--- src/rtl/seg_scan_driver.sv ---
// Time-multiplexed seven-segment driver: glyph decode, anode scan with blanking,
// per-digit blink and double-buffered glyph/dp updates committed at frame wrap.
module seg_scan_driver #(
  parameter int NUM_DIGITS   = 4,
  parameter int REFRESH_DIV  = 50000,
  parameter int BLANK_CYCLES = 16,
  parameter int BLINK_DIV    = 25000000
) (
  input  logic                    clk,
  input  logic                    reset,
  input  logic [5*NUM_DIGITS-1:0] digits_in,
  input  logic [NUM_DIGITS-1:0]   dp_in,
  input  logic [NUM_DIGITS-1:0]   blink_en,
  input  logic                    load,
  input  logic                    enable,
  output logic [6:0]              seg_n,
  output logic                    dp_n,
  output logic [NUM_DIGITS-1:0]   an_n,
  output logic                    frame_done
);

  localparam int SLOT_W  = (REFRESH_DIV > 1) ? $clog2(REFRESH_DIV) : 1;
  localparam int DIG_W   = (NUM_DIGITS > 1) ? $clog2(NUM_DIGITS) : 1;
  localparam int BLINK_W = (BLINK_DIV > 1) ? $clog2(BLINK_DIV) : 1;

  localparam logic [SLOT_W-1:0]  SLOT_LAST   = SLOT_W'(REFRESH_DIV - 1);
  localparam logic [SLOT_W-1:0]  BLANK_L     = SLOT_W'(BLANK_CYCLES);
  localparam logic [DIG_W-1:0]   DIG_LAST    = DIG_W'(NUM_DIGITS - 1);
  localparam logic [BLINK_W-1:0] BLINK_LAST  = BLINK_W'(BLINK_DIV - 1);
  localparam logic [4:0]         GLYPH_BLANK = 5'h16;

  function automatic logic [6:0] decode_glyph(input logic [4:0] code);
    logic [6:0] seg;
    case (code)
      5'h00:   seg = 7'h01;
      5'h01:   seg = 7'h4F;
      5'h02:   seg = 7'h12;
      5'h03:   seg = 7'h06;
      5'h04:   seg = 7'h4C;
      5'h05:   seg = 7'h24;
      5'h06:   seg = 7'h20;
      5'h07:   seg = 7'h0F;
      5'h08:   seg = 7'h00;
      5'h09:   seg = 7'h04;
      5'h0A:   seg = 7'h08;
      5'h0B:   seg = 7'h60;
      5'h0C:   seg = 7'h31;
      5'h0D:   seg = 7'h42;
      5'h0E:   seg = 7'h30;
      5'h0F:   seg = 7'h38;
      5'h10:   seg = 7'h70;
      5'h11:   seg = 7'h7E;
      5'h12:   seg = 7'h18;
      5'h13:   seg = 7'h24;
      5'h14:   seg = 7'h42;
      5'h15:   seg = 7'h31;
      5'h16:   seg = 7'h7F;
      5'h17:   seg = 7'h41;
      5'h18:   seg = 7'h6A;
      5'h19:   seg = 7'h71;
      default: seg = 7'h7F;
    endcase
    return seg;
  endfunction

  logic [SLOT_W-1:0]  r_slot_cnt;
  logic [DIG_W-1:0]   r_digit_idx;
  logic [BLINK_W-1:0] r_blink_cnt;
  logic               r_blink_phase;
  logic               r_pending;
  logic [4:0]         r_stage_glyph [NUM_DIGITS];
  logic [4:0]         r_act_glyph   [NUM_DIGITS];
  logic [NUM_DIGITS-1:0] r_stage_dp;
  logic [NUM_DIGITS-1:0] r_act_dp;

  logic [4:0]            w_in_glyph [NUM_DIGITS];
  logic                  w_slot_end;
  logic                  w_frame_wrap;
  logic                  w_past_blank;
  logic [NUM_DIGITS-1:0] w_an_n;
  logic [6:0]            w_seg_n;
  logic                  w_dp_n;

  // Unpack the flat glyph bus into per-digit codes
  always_comb begin
    for (int i = 0; i < NUM_DIGITS; i++) begin
      w_in_glyph[i] = digits_in[5*i +: 5];
    end
  end

  assign w_slot_end   = enable && (r_slot_cnt == SLOT_LAST);
  assign w_frame_wrap = w_slot_end && (r_digit_idx == DIG_LAST);

  generate
    if (BLANK_CYCLES == 0) begin : g_no_blank
      assign w_past_blank = 1'b1;
    end else begin : g_blank
      assign w_past_blank = (r_slot_cnt >= BLANK_L);
    end
  endgenerate

  // Slot and digit scan counters, parked at digit 0 slot 0 while disabled
  always_ff @(posedge clk or posedge reset) begin
    if (reset) begin
      r_slot_cnt  <= '0;
      r_digit_idx <= '0;
    end else if (!enable) begin
      r_slot_cnt  <= '0;
      r_digit_idx <= '0;
    end else if (w_slot_end) begin
      r_slot_cnt  <= '0;
      r_digit_idx <= (r_digit_idx == DIG_LAST) ? '0 : r_digit_idx + 1'b1;
    end else begin
      r_slot_cnt  <= r_slot_cnt + 1'b1;
    end
  end

  // Free-running blink timebase, independent of enable
  always_ff @(posedge clk or posedge reset) begin
    if (reset) begin
      r_blink_cnt   <= '0;
      r_blink_phase <= 1'b0;
    end else if (r_blink_cnt == BLINK_LAST) begin
      r_blink_cnt   <= '0;
      r_blink_phase <= ~r_blink_phase;
    end else begin
      r_blink_cnt   <= r_blink_cnt + 1'b1;
    end
  end

  // Staging/active double buffer; disabled display has no frames so commits at once
  always_ff @(posedge clk or posedge reset) begin
    if (reset) begin
      for (int i = 0; i < NUM_DIGITS; i++) begin
        r_stage_glyph[i] <= GLYPH_BLANK;
        r_act_glyph[i]   <= GLYPH_BLANK;
      end
      r_stage_dp <= '0;
      r_act_dp   <= '0;
      r_pending  <= 1'b0;
    end else begin
      if (load) begin
        r_stage_glyph <= w_in_glyph;
        r_stage_dp    <= dp_in;
      end
      if (!enable || w_frame_wrap) begin
        if (load) begin
          r_act_glyph <= w_in_glyph;
          r_act_dp    <= dp_in;
        end else if (r_pending) begin
          r_act_glyph <= r_stage_glyph;
          r_act_dp    <= r_stage_dp;
        end
        r_pending <= 1'b0;
      end else if (load) begin
        r_pending <= 1'b1;
      end
    end
  end

  // Next-cycle display values from the current scan state
  always_comb begin
    w_an_n  = '1;
    w_seg_n = 7'h7F;
    w_dp_n  = 1'b1;
    for (int i = 0; i < NUM_DIGITS; i++) begin
      if (enable && w_past_blank && (r_digit_idx == DIG_W'(i)) &&
          !(blink_en[i] && r_blink_phase)) begin
        w_an_n[i] = 1'b0;
      end else begin
        w_an_n[i] = 1'b1;
      end
    end
    if (enable) begin
      w_seg_n = decode_glyph(r_act_glyph[r_digit_idx]);
      w_dp_n  = ~r_act_dp[r_digit_idx];
    end else begin
      w_seg_n = 7'h7F;
      w_dp_n  = 1'b1;
    end
  end

  // Output registers
  always_ff @(posedge clk or posedge reset) begin
    if (reset) begin
      seg_n      <= 7'h7F;
      dp_n       <= 1'b1;
      an_n       <= '1;
      frame_done <= 1'b0;
    end else begin
      seg_n      <= w_seg_n;
      dp_n       <= w_dp_n;
      an_n       <= w_an_n;
      frame_done <= w_frame_wrap;
    end
  end

endmodule

--- config.mk ---
export PLATFORM = sky130hd
export DESIGN_NAME = seg_scan_driver
export DESIGN_NICKNAME = d
export VERILOG_FILES = /design/src/rtl/seg_scan_driver.sv
export SDC_FILE = /design/constraint.sdc
export NUM_CORES = 1
export LEC_CHECK = 0
export ABC_CLOCK_PERIOD_IN_PS = 10470
export CORE_AREA = 10 10 103 105
export DETAILED_ROUTE_END_ITERATION = 8
export DIE_AREA = 0 0 113 115
export HOLD_SLACK_MARGIN = 0.08
export PLACE_DENSITY = 0.82
export SLEW_MARGIN = 20
export SYNTH_ARGS = -nofsm -noshare
export SYNTH_HDL_FRONTEND = slang
export SYNTH_SLANG_ARGS = --single-unit
--- constraint.sdc ---
create_clock -name clk -period 10.47 [get_ports clk]
set_clock_uncertainty 0.2 [all_clocks]
set_input_delay 2.094 -clock clk [delete_from_list [all_inputs] [get_ports clk]]
set_output_delay 2.094 -clock clk [all_outputs]
set_load 0.02 [all_outputs]
# Word level (Yosys, flattened, before mapping)
# Memory sizes are Yosys's and may differ from the RTL's.
# Index checks and enable logic that the tools add are counted.
[totals] regBits=106 latchBits=0 ram_bits=0 mem_bits_ro=224 out_inout_bits=13 wordCells=83 memories=1
[op_classes] n_addsub=3 n_mul=0 div=0 magnitude_cmp=3 n_eq_ne=6 shifts=0 n_mux=23 bitwise=3 n_reduce_logical=25
[mem_list] memory="(no name shown)" words=32 word_bits=7 rd=1 rd_clocked_by_memory_dff=0 wr=0 line_no="34" source="case (code)"
[op_table] operator="20-bit two-way mux" n=2
[op_table] operator="16-bit two-way mux" n=2
[op_table] operator="25-bit by 1-bit adder with 25-bit output (second input constant)" n=1
[op_table] operator="25-bit equality test (second input constant)" n=1
[op_table] operator="25-bit two-way mux" n=1
[op_table] operator="16-bit by 1-bit adder with 16-bit output (second input constant)" n=1
[op_table] operator="16-bit equality test (second input constant)" n=1
[op_table] operator="16-bit by 5-bit greater-or-equal comparator with 1-bit output (second input constant)" n=1
[op_table] operator="1-bit logical AND" n=15
[op_table] operator="5-bit binary-select mux with 2-bit select" n=1
[op_table] operator="5-bit two-way mux" n=2
[op_table] operator="1-bit two-way mux" n=8
[op_table] operator="4-bit two-way mux" n=2
[op_table] operator="7-bit two-way mux" n=1
[op_table] operator="2-bit two-way mux" n=3
[op_table] operator="1-bit zero test" n=5
[op_table] operator="2-bit equality test (second input constant)" n=2
[op_table] operator="2-bit nonzero test" n=2
[op_table] operator="3-bit greater-or-equal comparator (second input constant)" n=1
[op_table] operator="2-bit by 3-bit less-than comparator with 1-bit output (second input constant)" n=1
[op_table] operator="2-bit inverter with 3-bit output" n=1
[op_table] operator="2-bit by 1-bit adder with 2-bit output (second input constant)" n=1
[op_table] operator="1-bit binary-select mux with 2-bit select" n=1
[op_table] operator="2-bit by 1-bit equality test with 1-bit output (second input constant)" n=1
[op_table] operator="5 further kinds" n=6

# Depth between registers and ports, before layout
# An unclocked memory read counts as a cell.
[depth] word_depth=6 mapped_depth=9 ltp_nobuf=8

# Least setup slack after synthesis
# OpenSTA, ideal clock, no wires.
[synth_timing] path_kind="input -> register" start="in load" end="reg r_act_dp[3]" setup_ns=0.125 arrival_ns=3.309 required_ns=10.145 setup_slack_ns=6.836 path_stages=4 n_path_buf=2 path_cell_list="clkbuf_1 buf_1 mux2_2 mux2_4"
[synth_via] elab_chain_len=2 elab_cells_between_ends=3
[synth_rtl] item="start, declared" line_no="14" source="input logic load,"
[synth_rtl] item="2-bit nonzero test (no line)"
[synth_rtl] item="2-bit AND reduction (no line)"
[synth_rtl] item="end signal, assigned" line_no="149" source="r_act_dp <= dp_in;"
[synth_rtl] item="end signal, assigned" line_no="152" source="r_act_dp <= r_stage_dp;"
[synth_rtl] item="end, declared" line_no="74" source="logic [NUM_DIGITS-1:0] r_act_dp;"
# Parallel ways exist; a longest one is shown, timed or not.
# A chain may end at the register's enable or synchronous reset.

# Final worst setup path
[layout_timing] start="in enable" end="reg r_act_glyph[3] in the netlist's numbering"
[layout_via] elab_chain_len=4 elab_cells_between_ends=5
[layout_rtl] item="start, declared" line_no="15" source="input logic enable,"
[layout_rtl] item="1-bit logical AND" line_no="91" source="assign w_slot_end = enable && (r_slot_cnt == SLOT_LAST);"
[layout_rtl] item="1-bit logical AND" line_no="92" source="assign w_frame_wrap = w_slot_end && (r_digit_idx == DIG_LAST);"
[layout_rtl] item="1-bit logical OR (*)" line_no="146" source="if (!enable || w_frame_wrap) begin"
[layout_rtl] item="2-bit AND reduction (no line) (*)"
[layout_rtl] item="end signal, assigned" line_no="148" source="r_act_glyph <= w_in_glyph;"
[layout_rtl] item="end signal, assigned" line_no="151" source="r_act_glyph <= r_stage_glyph;"
[layout_rtl] item="end, declared" line_no="72" source="logic [4:0] r_act_glyph [NUM_DIGITS];"
# Every way passes the cells marked *; elsewhere a longest branch is shown, timed or not.

==> metrics.md <==
| Metric | Value |
|---|---|
| Floorplan core area | roughly 8600 µm² |
| Initial DRT Pass Iterations | 4 |
| List of cells traversed by the critical path | clkdlybuf4s50_1 > inv_1 > a31oi_1 > or2_2 > mux2_2 |
| Net switching power figure | 0.247 mW |
| Number of core rows | 34 |
| Final non-filler cell total | between 500 and 600 |
| Nets@finish | roughly 520 |
| Clock Tree Root | clkbuf_8 |
| Drt wl/cell | 16.5 µm |
| Sequential fraction of the synthesis area | approximately 53% |
| First-pass GRT wire length | ~17 mm |
| Fmax | roughly 240 MHz |
| Fraction of synthesis flops using an asynchronous set or reset pin | 100% |
| GPL Wtd Cong | ~0.84 |
| Standby leakage power | roughly 2.4 nW |
| Number of top-level pins | 45 |
| Largest driver fanout on the critical path | 24 |
| Antenna diode count | 0 |
| Most used cells in the layout excluding fill and tap cells | 70 x dfrtp_1, 46 x mux2_2, 44 x nor2_1, 44 x clkdlybuf4s50_1, 37 x nand2_1 |
| Class of the worst hold path | reg -> reg |
| Sequential cell fraction of total power | 52.9% |
| Worst hold slack | 296 ps |
| Clock tree from TritonCTS | done |
| Sinks on the clock net | approximately 110 |
| Final hold vios | 0 |
| Total internal power | ~0.66 mW |
| Number of buffers added on ports | 44 |
| Required time at the worst-slack endpoint | about 11000 ps |
| Average instance area after synthesis | 11.8 µm² |
| Number of DRC violations after detailed-routing iteration 0 | approximately 130 |
| Primary FF master, synth | dfrtp_1 |
| Max VDD drop | approximately 0.11 mV |
| Cell area after placement | around 5600 µm² |
| Status | finished clean |
| Clock transition at the registers of the reported paths | about 110 ps |
| Synthesis warning total | 0 |
| DRC violation count after routing | 0 |
| Minimum period implied by the final worst setup slack | around 4200 ps |
| Arrival time at the worst endpoint | 4220 ps |
| Count of cell types in the netlist | 48 |
| Clock latency on the worst-skew pair | ~370 ps |
| Share of final-layout standard cells stronger than drive strength 1 | roughly 25% |
| Hold buffer count at cts | 0 |
| Post-Synthesis Cell Area | 5060 µm² |
| Most common cell after layout, fill and taps aside | dfrtp_1 |
| Final Power | roughly 0.9 mW |
| Clock network fraction of total power | around 29% |
| Number of buffers between clock root and the deepest sink | 2 |
| Fill cell instance count of the final layout | 638 |
| Via/cell ratio | 5.67 |
| Synth-to-layout area growth | 14.4% |
| Post-detailed-route count of antenna-violating nets | 0 |
| Total global routing overflow | 0 |
| Number of endpoints failing setup at the final stage | 0 |
| Detail Placement HPWL | just under 7 mm |
| Number of instances in the synthesized netlist | 430 |
| Total Negative Setup Slacks | 0 ps |
| Worst-Margin Slew | 923 ps |
| EDFF count, synth | 0 |
| Sum of routed wire length over all layers | between 9 and 10 mm |
| PwrDens | approximately 160 nW/µm² |
| Nature of the critical path endpoint | flop |
| Via count of the first global-routing pass | approximately 3400 |
| Critical path class | in -> reg |
| DIE HEIGHT | approximately 120 µm |
| Unrepaired setup endpoints after global routing | no |
| MaxCap Viol Count | 0 |
| Number of max-slew violations in the final report | 0 |
| Post-CTS setup buffers | 0 |
| Number of synthesized register bits | around 110 |
| Delay of the slowest cell on the worst path | 730 ps |
| Via Count | ~3300 |
| Element type at the critical path start | primary input |
| All-layer global routing usage | between 10% and 20% |
| Period utilization | 39.7% |
| CTS resizes | 0 |
| Effective utilization at floorplan | 59.2% |
| H-tree Lvls | 3 |
| Cell Count Post-Placement | approximately 570 |
| Maximum number of pins on one net before global-route repair | 87 |
| Worst-path cell with the longest stage delay | clkdlybuf4s50_1 |
| Number of nets in the synthesized netlist | 477 |
| Width of the die | between 100 and 150 µm |
| Post-route cell area | between 5000 and 6000 µm² |
| Power share of the combinational group | roughly 18% |
| Worst setup timing slack at the placement stage | 5620 ps |
| Full die area | approximately 13000 µm² |
| Post-layout util | between 60 and 70% |
| Least setup slack across all paths after layout | 6310 ps |
| Worst slew margin | 37.9% |
| Switching part of the total power | 27.3% |
| Cts bufs inserted | 9 |
| Number of antenna violations at the first check in global routing | 0 |
cell usage after synthesis (all sizes together), types with 4 or more instances:
library cell	number	area [µm²]
buf	8	55.1
nand3	25	125
xor2	22	193
inv	11	41.3
nor2	44	165
mux2	50	578
nor4	6	37.5
dfrtp	70	1750
and3	10	65.1
dfstp	36	946
a21oi	7	38.8
mux2i	8	80.1
clkbuf	8	30.0
nand4	9	56.3
xnor2	14	123
nand2	37	139
mux4	6	135
nor3	4	20.0
o21ai	5	25.0
ha	15	188
flip-flops by register name, summed over array words and instances (netlist names):
signal         count
r_stage_dp         4
r_act_glyph       20
r_blink_cnt       25
r_slot_cnt        16
r_pending          1
r_stage_glyph     20
r_digit_idx        2
r_blink_phase      1
r_act_dp           4
an_n               4
frame_done         1
seg_n              7
dp_n               1
power groups by stage:
stage                     Combinational (mW)  Sequential, mW  Clock, mW
after global placement                 0.158           0.483          0
after floorplan                        0.103           0.490          0
after detailed placement               0.162           0.486          0
after CTS                              0.162           0.478      0.271
after global routing                   0.176           0.482      0.286
final                                  0.161           0.478      0.264
final timing paths:
path / from / endpoint / slack, ps / depth (start not counted)
worst max-delay path: enable / r_act_glyph[3] / 6310 / 5
min in group asynchronous: reset / r_slot_cnt[11] / 1810 / 2
worst min register to register: r_blink_cnt[20] / r_blink_cnt[20] / 300 / 1
worst min-delay path: r_blink_cnt[20] / r_blink_cnt[20] / 300 / 1
max in group asynchronous: reset / r_act_glyph[0] / 7270 / 3
worst max register to register: r_digit_idx[0] / seg_n[3] / 7600 / 7
cell families (layout without fill, tap and decap cells):
family	count (synthesis)	after routing	synth area share, %
XOR/XNOR	36	36	6.23
flip-flops	106	106	53.3
multiplexers	64	64	15.7
AND/OR/NAND/NOR	155	155	14.9
AO/OA/AOI/OAI	26	26	3.49
adder cells (fa/ha/maj)	16	16	3.91
buffers and inverters	27	74	2.50
worst max-delay path: cells and delay by family:
| kind | cells | cell delay [ps] |
|---|---|---|
| AO/OA/AOI/OAI | 1 | 230 |
| buffers and inverters | 2 | 960 |
| AND/OR/NAND/NOR | 1 | 530 |
| multiplexers | 1 | 400 |
per-layer routing:
layer  routed length, µm  track usage (%)  vias to the layer above  share of wire [%]
met1                4230             19.6                     1667                 44
li1                    -                -                     1571                  -
met5                   0                0                        -                  0
met4                 106             4.06                        0                1.1
met3                 448             4.17                        9                4.6
met2                4880             25.3                       68                 51
area by class of cell:
class	count	area [µm²]	share of cell area [%]
flip-flops and latches	106	2700	46.6
multi-input cells	297	2240	38.6
repair buffers	47	467	8.06
well taps	108	135	2.33
clock buffers	10	128	2.20
clock inverters	6	82.6	1.43
inverters	11	43.8	0.756
Note: power is estimated with default switching activity, not from simulation.
